--- src/rtl/fetch_stage.sv ---
// ============================================================================
// Module   : fetch_stage
// Purpose  : Instruction fetch stage; owns the PC, fetches over req/ack and
//            feeds {valid, pc, instr} to the IF/ID register.
// Revision : 1.0 - initial release
// ============================================================================
`default_nettype none

module fetch_stage #(
    parameter int          N        = 32,
    parameter logic [N-1:0] RESET_PC = 32'h0000_0000,
    parameter int          PC_STEP  = 4
) (
    input  logic         clk,
    input  logic         rst_n,
    input  logic         stall,
    input  logic         redirect,
    input  logic [N-1:0] redirect_pc,
    output logic         imem_req,
    output logic [N-1:0] imem_addr,
    input  logic         imem_ack,
    input  logic [N-1:0] imem_rdata,
    output logic         if_valid,
    output logic [N-1:0] if_pc,
    output logic [N-1:0] if_instr
);

    localparam logic [1:0] c_IDLE = 2'd0;
    localparam logic [1:0] c_REQ  = 2'd1;
    localparam logic [1:0] c_FULL = 2'd2;
    localparam logic [1:0] c_DROP = 2'd3;

    localparam logic [N-1:0] c_STEP = N'(PC_STEP);

    logic [1:0]   r_state;
    logic [1:0]   w_next_state;
    logic [N-1:0] r_pc;
    logic [N-1:0] r_drop_addr;
    logic [N-1:0] r_skid_pc;
    logic [N-1:0] r_skid_instr;
    logic         r_if_valid;
    logic [N-1:0] r_if_pc;
    logic [N-1:0] r_if_instr;
    logic         w_out_free;
    logic [N-1:0] w_pc_inc;

    assign w_out_free = !r_if_valid || !stall;
    assign w_pc_inc   = r_pc + c_STEP;

    // ------------------------------------------------------------------
    // State register
    // ------------------------------------------------------------------
    always_ff @(posedge clk or negedge rst_n) begin
        if (!rst_n) begin
            r_state <= c_IDLE;
        end else begin
            r_state <= w_next_state;
        end
    end

    // ------------------------------------------------------------------
    // Next-state logic
    // ------------------------------------------------------------------
    always_comb begin
        w_next_state = r_state;
        case (r_state)
            c_IDLE: begin
                w_next_state = c_REQ;
            end
            c_REQ: begin
                if (redirect) begin
                    w_next_state = imem_ack ? c_REQ : c_DROP;
                end else if (imem_ack && !w_out_free) begin
                    w_next_state = c_FULL;
                end
            end
            c_FULL: begin
                if (redirect || !stall) begin
                    w_next_state = c_REQ;
                end
            end
            c_DROP: begin
                // Once the stale request is acked there is nothing left to drain.
                if (imem_ack) begin
                    w_next_state = c_REQ;
                end
            end
            default: begin
                w_next_state = c_IDLE;
            end
        endcase
    end

    // ------------------------------------------------------------------
    // Output logic
    // ------------------------------------------------------------------
    always_comb begin
        imem_req  = 1'b0;
        imem_addr = r_pc;
        case (r_state)
            c_REQ: begin
                imem_req = 1'b1;
            end
            c_DROP: begin
                imem_req  = 1'b1;
                imem_addr = r_drop_addr;
            end
            default: begin
                imem_req = 1'b0;
            end
        endcase
    end

    // ------------------------------------------------------------------
    // PC, skid buffer and IF/ID output registers
    // ------------------------------------------------------------------
    always_ff @(posedge clk or negedge rst_n) begin
        if (!rst_n) begin
            r_pc         <= RESET_PC;
            r_drop_addr  <= RESET_PC;
            r_skid_pc    <= '0;
            r_skid_instr <= '0;
            r_if_valid   <= 1'b0;
            r_if_pc      <= '0;
            r_if_instr   <= '0;
        end else begin
            case (r_state)
                c_REQ: begin
                    if (redirect) begin
                        r_pc       <= redirect_pc;
                        r_if_valid <= 1'b0;
                        if (!imem_ack) begin
                            r_drop_addr <= r_pc;
                        end
                    end else if (imem_ack) begin
                        r_pc <= w_pc_inc;
                        if (w_out_free) begin
                            r_if_valid <= 1'b1;
                            r_if_pc    <= r_pc;
                            r_if_instr <= imem_rdata;
                        end else begin
                            r_skid_pc    <= r_pc;
                            r_skid_instr <= imem_rdata;
                        end
                    end else if (w_out_free) begin
                        r_if_valid <= 1'b0;
                    end
                end
                c_FULL: begin
                    if (redirect) begin
                        r_pc       <= redirect_pc;
                        r_if_valid <= 1'b0;
                    end else if (!stall) begin
                        r_if_valid <= 1'b1;
                        r_if_pc    <= r_skid_pc;
                        r_if_instr <= r_skid_instr;
                    end
                end
                c_DROP: begin
                    r_if_valid <= 1'b0;
                    if (redirect) begin
                        r_pc <= redirect_pc;
                    end
                end
                default: begin
                    r_if_valid <= 1'b0;
                end
            endcase
        end
    end

    assign if_valid = r_if_valid;
    assign if_pc    = r_if_pc;
    assign if_instr = r_if_instr;

endmodule

`default_nettype wire

--- config.mk ---
export PLATFORM = sky130hd
export DESIGN_NAME = fetch_stage
export DESIGN_NICKNAME = d
export VERILOG_FILES = /design/src/rtl/fetch_stage.sv
export SDC_FILE = /design/constraint.sdc
export NUM_CORES = 1
export LEC_CHECK = 0
export ABC_CLOCK_PERIOD_IN_PS = 5350
export CAP_MARGIN = 20
export CORE_ASPECT_RATIO = 0.9
export CORE_MARGIN = 10
export CORE_UTILIZATION = 57
export CTS_CLUSTER_DIAMETER = 40
export DETAILED_ROUTE_END_ITERATION = 6
export PLACE_DENSITY_LB_ADDON = 0.25
export SETUP_SLACK_MARGIN = 0.3
export SYNTH_ARGS = -nofsm -noshare
export SYNTH_HDL_FRONTEND = slang
export SYNTH_SLANG_ARGS = --single-unit
--- constraint.sdc ---
create_clock -name clk -period 5.35 [get_ports clk]
set_input_delay 0.8025 -clock clk [delete_from_list [all_inputs] [get_ports clk]]
set_output_delay 0.8025 -clock clk [all_outputs]
set_load 0.05 [all_outputs]
### Yosys cells after proc, flatten, opt, wreduce, memory -nomap -nowiden

Cells that the tools add are included.

* $add $sub $neg: 1
* equality and inequality tests: 15
* muxes and demuxes: 31
* bitwise operators: 3
* reduce and logical (&&, ||, !) cells: 17

Operators by type and width (number)
* 2-to-1 mux 32 bit: 14
* one-hot mux 32 bit (2 select lines): 3
* adder 32 x 3 -> 32 bit (second input constant): 1
* != test 2 bit (second input constant): 7
* != test 3 bit (second input constant): 4
* 2-to-1 mux 2 bit: 5
* AND reduction 3 bit: 3
* one-hot mux 2 bit (4 select lines): 1
* 2-to-1 mux 1 bit: 7
* AND reduction 6 bit: 1
* equality test 2 bit (second input constant): 2
* AND reduction 4 bit: 1
* nonzero test 2 bit: 2
* OR reduction 2 bit: 2
* zero test 1 bit: 3
* NOT 1 bit: 3
* equality test 2 x 1 -> 1 bit (second input constant): 1
* zero test 2 bit: 1
* logical OR 1 bit: 2
* != test 2 x 1 -> 1 bit (second input constant): 1
* one-hot mux 1 bit (2 select lines): 1
* AND reduction 2 bit: 1
* logical AND 1 bit: 1

* register bits: 195
* input port bits: 69
* output and inout port bits: 98
* word-level logic and storage cells: 75

### Depth between registers and ports, before layout

* depth in word-level cells: 7
* depth in mapped cells: 10
* depth with buffers taken out: 7

### Worst setup path before layout

Ideal clock, no wire load.

* path kind: register -> output
* from: reg r_state[0]
* to: out imem_addr[14]
* data arrival time: 2.187 ns
* required time: 4.548 ns
* path slack: 2.361 ns
* stages on the path, launching flop included: 5
* path buffers: 2
* path through: dfrtp_1 ha_1 buf_1 buf_1 o21ai_0

* cells in the longest elaborated chain, start to end: 2

Ends and longest elaborated chain
* from (decl): line 35 `logic [1:0] r_state;`
* from (signal assigned): line 55 `r_state <= c_IDLE;`
* from (signal assigned): line 57 `r_state <= w_next_state;`
* equality test 2 bit: line 100 `case (r_state)`
* 2-to-1 mux 32 bit: line 100
* to (decl): line 20 `output logic [N-1:0] imem_addr,`

Every way passes these cells.

### Final worst setup path

* from: reg r_state[1]
* to: out imem_addr[14]

The elaborated chain is that of the path after synthesis.

==> summary.md <==
| Metric | Value |
|---|---|
| Met3 wire len | between 1500 and 2000 um |
| Final core utilization | around 72% |
| Clk_lat worst skew | about 0.43 ns |
| CP startpoint | r_state[1] |
| Initial Util | 57.78% |
| Global-route usage over all layers | approximately a fifth |
| Worst hold path type | in -> async |
| Via count | 6729 |
| Status | complete, no violations |
| Top area cells in the synthesized netlist | dfrtp_1, mux2_2, mux2i_1 |
| Final number of max-transition violations | 0 |
| Core ar. | ~16000 um2 |
| Initial antenna violation count | 2 |
| Commonest cells post-synth | dfrtp_1, mux2_2, a21oi_1 |
| DRC viols | 0 |
| Vias in the first global route | around 7000 |
| M1 WL | about 9800 um |
| Syn_area_per_cell | 11.46 um2 |
| FF-to-FF End | r_pc[26] |
| Sequential fraction of the synthesis area | ~53% |
| DR top layer | met4 |
| P&R area growth vs syn | 24.94% |
| WL met2 | 10640 um |
| IO buf count | approximately 170 |
| Antenna Nets Post-Route | 0 |
| Register-to-register setup slack | about 2.3 ns |
| Nets@finish | roughly 1000 |
| Die Area | about 22000 um2 |
| Clock Pin Slew Worst Setup and Hold Paths | about 0.07 ns |
| Post-DP HPWL | 14800 um |
| Syn nets | between 800 and 900 |
| # rows | 44 |
| CTS tree | built |
| Top cell type's share of synthesized area | between 50% and 60% |
| 1st-iter DRT viols | approximately 640 |
| Synth Flop Type | dfrtp_1 |
| H-tree level count | 4 |
| DR vias/cell | 5.806 |
| Sink Count | between 150 and 200 |
| Crit path largest cell delay | ~0.95 ns |
| Ys Warns | 0 |
| CTS Hold Bufs | 0 |
| Final WL | around 23000 um |
| Post-CTS Setup Bufs | 0 |
| RR Startpoint | r_state[1] |
| Crit Path Class | reg -> out |
| # fillers | between 1000 and 1500 |
| RSZ-0062 raised after global routing | no |
| Synthesized netlist cell count | between 800 and 900 |
| Ratio of cells with drive above 1 in the final layout | between 15 and 20% |
| P_leak | ~4.7 nW |
| Yosys top cell by area | dfrtp_1 |
| Post-CTS sizing | 0 |
| Number of flops mapped to enable cells by yosys | 0 |
| Crit path max-delay cell type | ha_2 |
| First-pass GRT wire length | around 37000 um |
| Wire per inst | between 15 and 20 um |
| Max IR drop VDD | a little under 0.5 mV |
| Pin count of the biggest net entering global routing | 123 |
| Worst-Margin Slew | 1.096 ns |
| Max-slew headroom | approximately 27% |
| Placer Congestion | roughly 0.8 |
| CP required | roughly 4.6 ns |
| Clk root buf | clkbuf_16 |
| First-pass DRT Iterations | 5 |
| Post-Syn Area | approximately 9300 um2 |
| Final setup violation count | 0 |
| Count leader, synth | dfrtp_1 |
| Final period utilization | 70.87% |
| Setup TNS | 0 ns |
| Post-synthesis cell type count | 57 |
| Asr flop ratio synth | between 90% and 100% |
| Clk buf depth | 2 |
| CP startpoint kind | register |
| Max Fclk | 263.8 MHz |
| Num CTS Buffers | 17 |
| Grt ovf | 0 |
| Die Ht | between 100 and 150 um |
| Min Tclk post-route | about 3.8 ns |
| Crit end category | primary output |
| Skew final | around 0.0074 ns |
| Crit-path max FO | 40 |
| FF+latch count, synth | between 150 and 200 |
| P per Cell Area | 682.8 nW/um2 |
| CP arrival | ~3.0 ns |
| Ports | between 150 and 200 |
| Final hold viol count | 0 |
| Worst-path cell chain | ha_2, nand2_1, o21ai_0, clkdlybuf4s50_1 |
| MaxCap Viol Count | 0 |
| Die width | around 150 um |
| Cells on worst reg2reg path | 7 |
critical path: cells and delay by family (launching register included):
kind / cells / cell delay (ns)
compound gates: 1 / 0.17
simple gates: 1 / 0.13
flops: 1 / 0.42
buf+inv: 1 / 0.89
fa+ha+maj: 1 / 0.95
worst max path at each step:
stage | to | slack [ns]
2_1_floorplan | imem_addr[14] | 2.36
3_3_place_gp | r_skid_instr[2] | 2.00
3_5_place_dp | r_skid_instr[0] | 1.98
4_1_cts | imem_addr[14] | 1.54
5_1_grt | imem_addr[14] | 1.37
6_report | imem_addr[14] | 1.56
cells by family after synthesis:
family	synth area share [%]
multiplexers	22.47
AO/OA/AOI/OAI	10.58
adder cells (fa/ha/maj)	0.6759
buffers and inverters	4.014
flip-flops	52.72
AND/OR/NAND/NOR	9.543
routing by layer:
layer,GRT usage (%),up-vias
met5,0,-
met1,26.98,3335
met2,32.38,211
met3,7.330,27
li1,-,3156
met4,6.259,0
where the power goes:
group | total [mW] | switching [mW] | internal (mW)
Sequential | 2.67 | 0.548 | 2.12
Combinational | 3.89 | 2.41 | 1.48
Clock | 1.34 | 0.554 | 0.786
flip-flops by register name, indices dropped and copies added, names as in the netlist:
| signal | count |
|---|---|
| if_instr | 32 |
| if_pc | 32 |
| r_drop_addr | 32 |
| r_pc | 32 |
| r_skid_instr | 32 |
| r_skid_pc | 32 |
| r_state | 2 |
| if_valid | 1 |
cell type report:
cell class                      instances  area, um2  area share (%)
Sequential cell                       195       4880           42.19
Multi-Input combinational cell        541       4035           34.89
Timing Repair Buffer                  175       1745           15.09
Clock buffer                           20      436.7           3.776
Tap cell                              207      259.0           2.240
Clock inverter                         12      177.7           1.536
Inverter                                7      26.28          0.2272
Antenna cell                            2      5.005         0.04328
cells in the final DEF, fill, tap and decap left out, types with 3 or more instances in the layout:
master and instances:
dfrtp_1 195, clkdlybuf4s50_1 165, mux2_2 126, a21oi_1 92, nor2_1 86, mux2i_1 66
nand2_1 26, o21ai_0 20, nand3_1 17, clkbuf_16 17, nand4_1 9, a31oi_1 8
o22a_1 8, buf_4 8, inv_1 7, and3_1 7, a2bb2oi_1 6, a211oi_1 5
o22ai_1 5, or2_2 4, and4_1 4, bufinv_16 4, nand2b_1 3, and2_1 3
nor3_1 3, a41oi_1 3, ha_1 3, clkbuf_1 3, clkinv_2 3, inv_6 3
through the flow:
step / cells / total power, mW / instance area [um2] / worst slack, ns / hold WS (ns)
2_1_floorplan: 808 / 5.336 / 9256 / 2.361 / 0.4502
5_1_grt: 1159 / 8.342 / 11560 / 1.365 / 0.5167
3_5_place_dp: 1125 / 6.575 / 10950 / 1.981 / 0.4755
3_3_place_gp: 1125 / 6.487 / 10950 / 2.004 / 0.4629
6_report: 1159 / 7.896 / 11560 / 1.559 / 0.4785
4_1_cts: 1157 / 7.949 / 11560 / 1.542 / 0.4917
No activity file was read; power rests on OpenSTA's default activity.
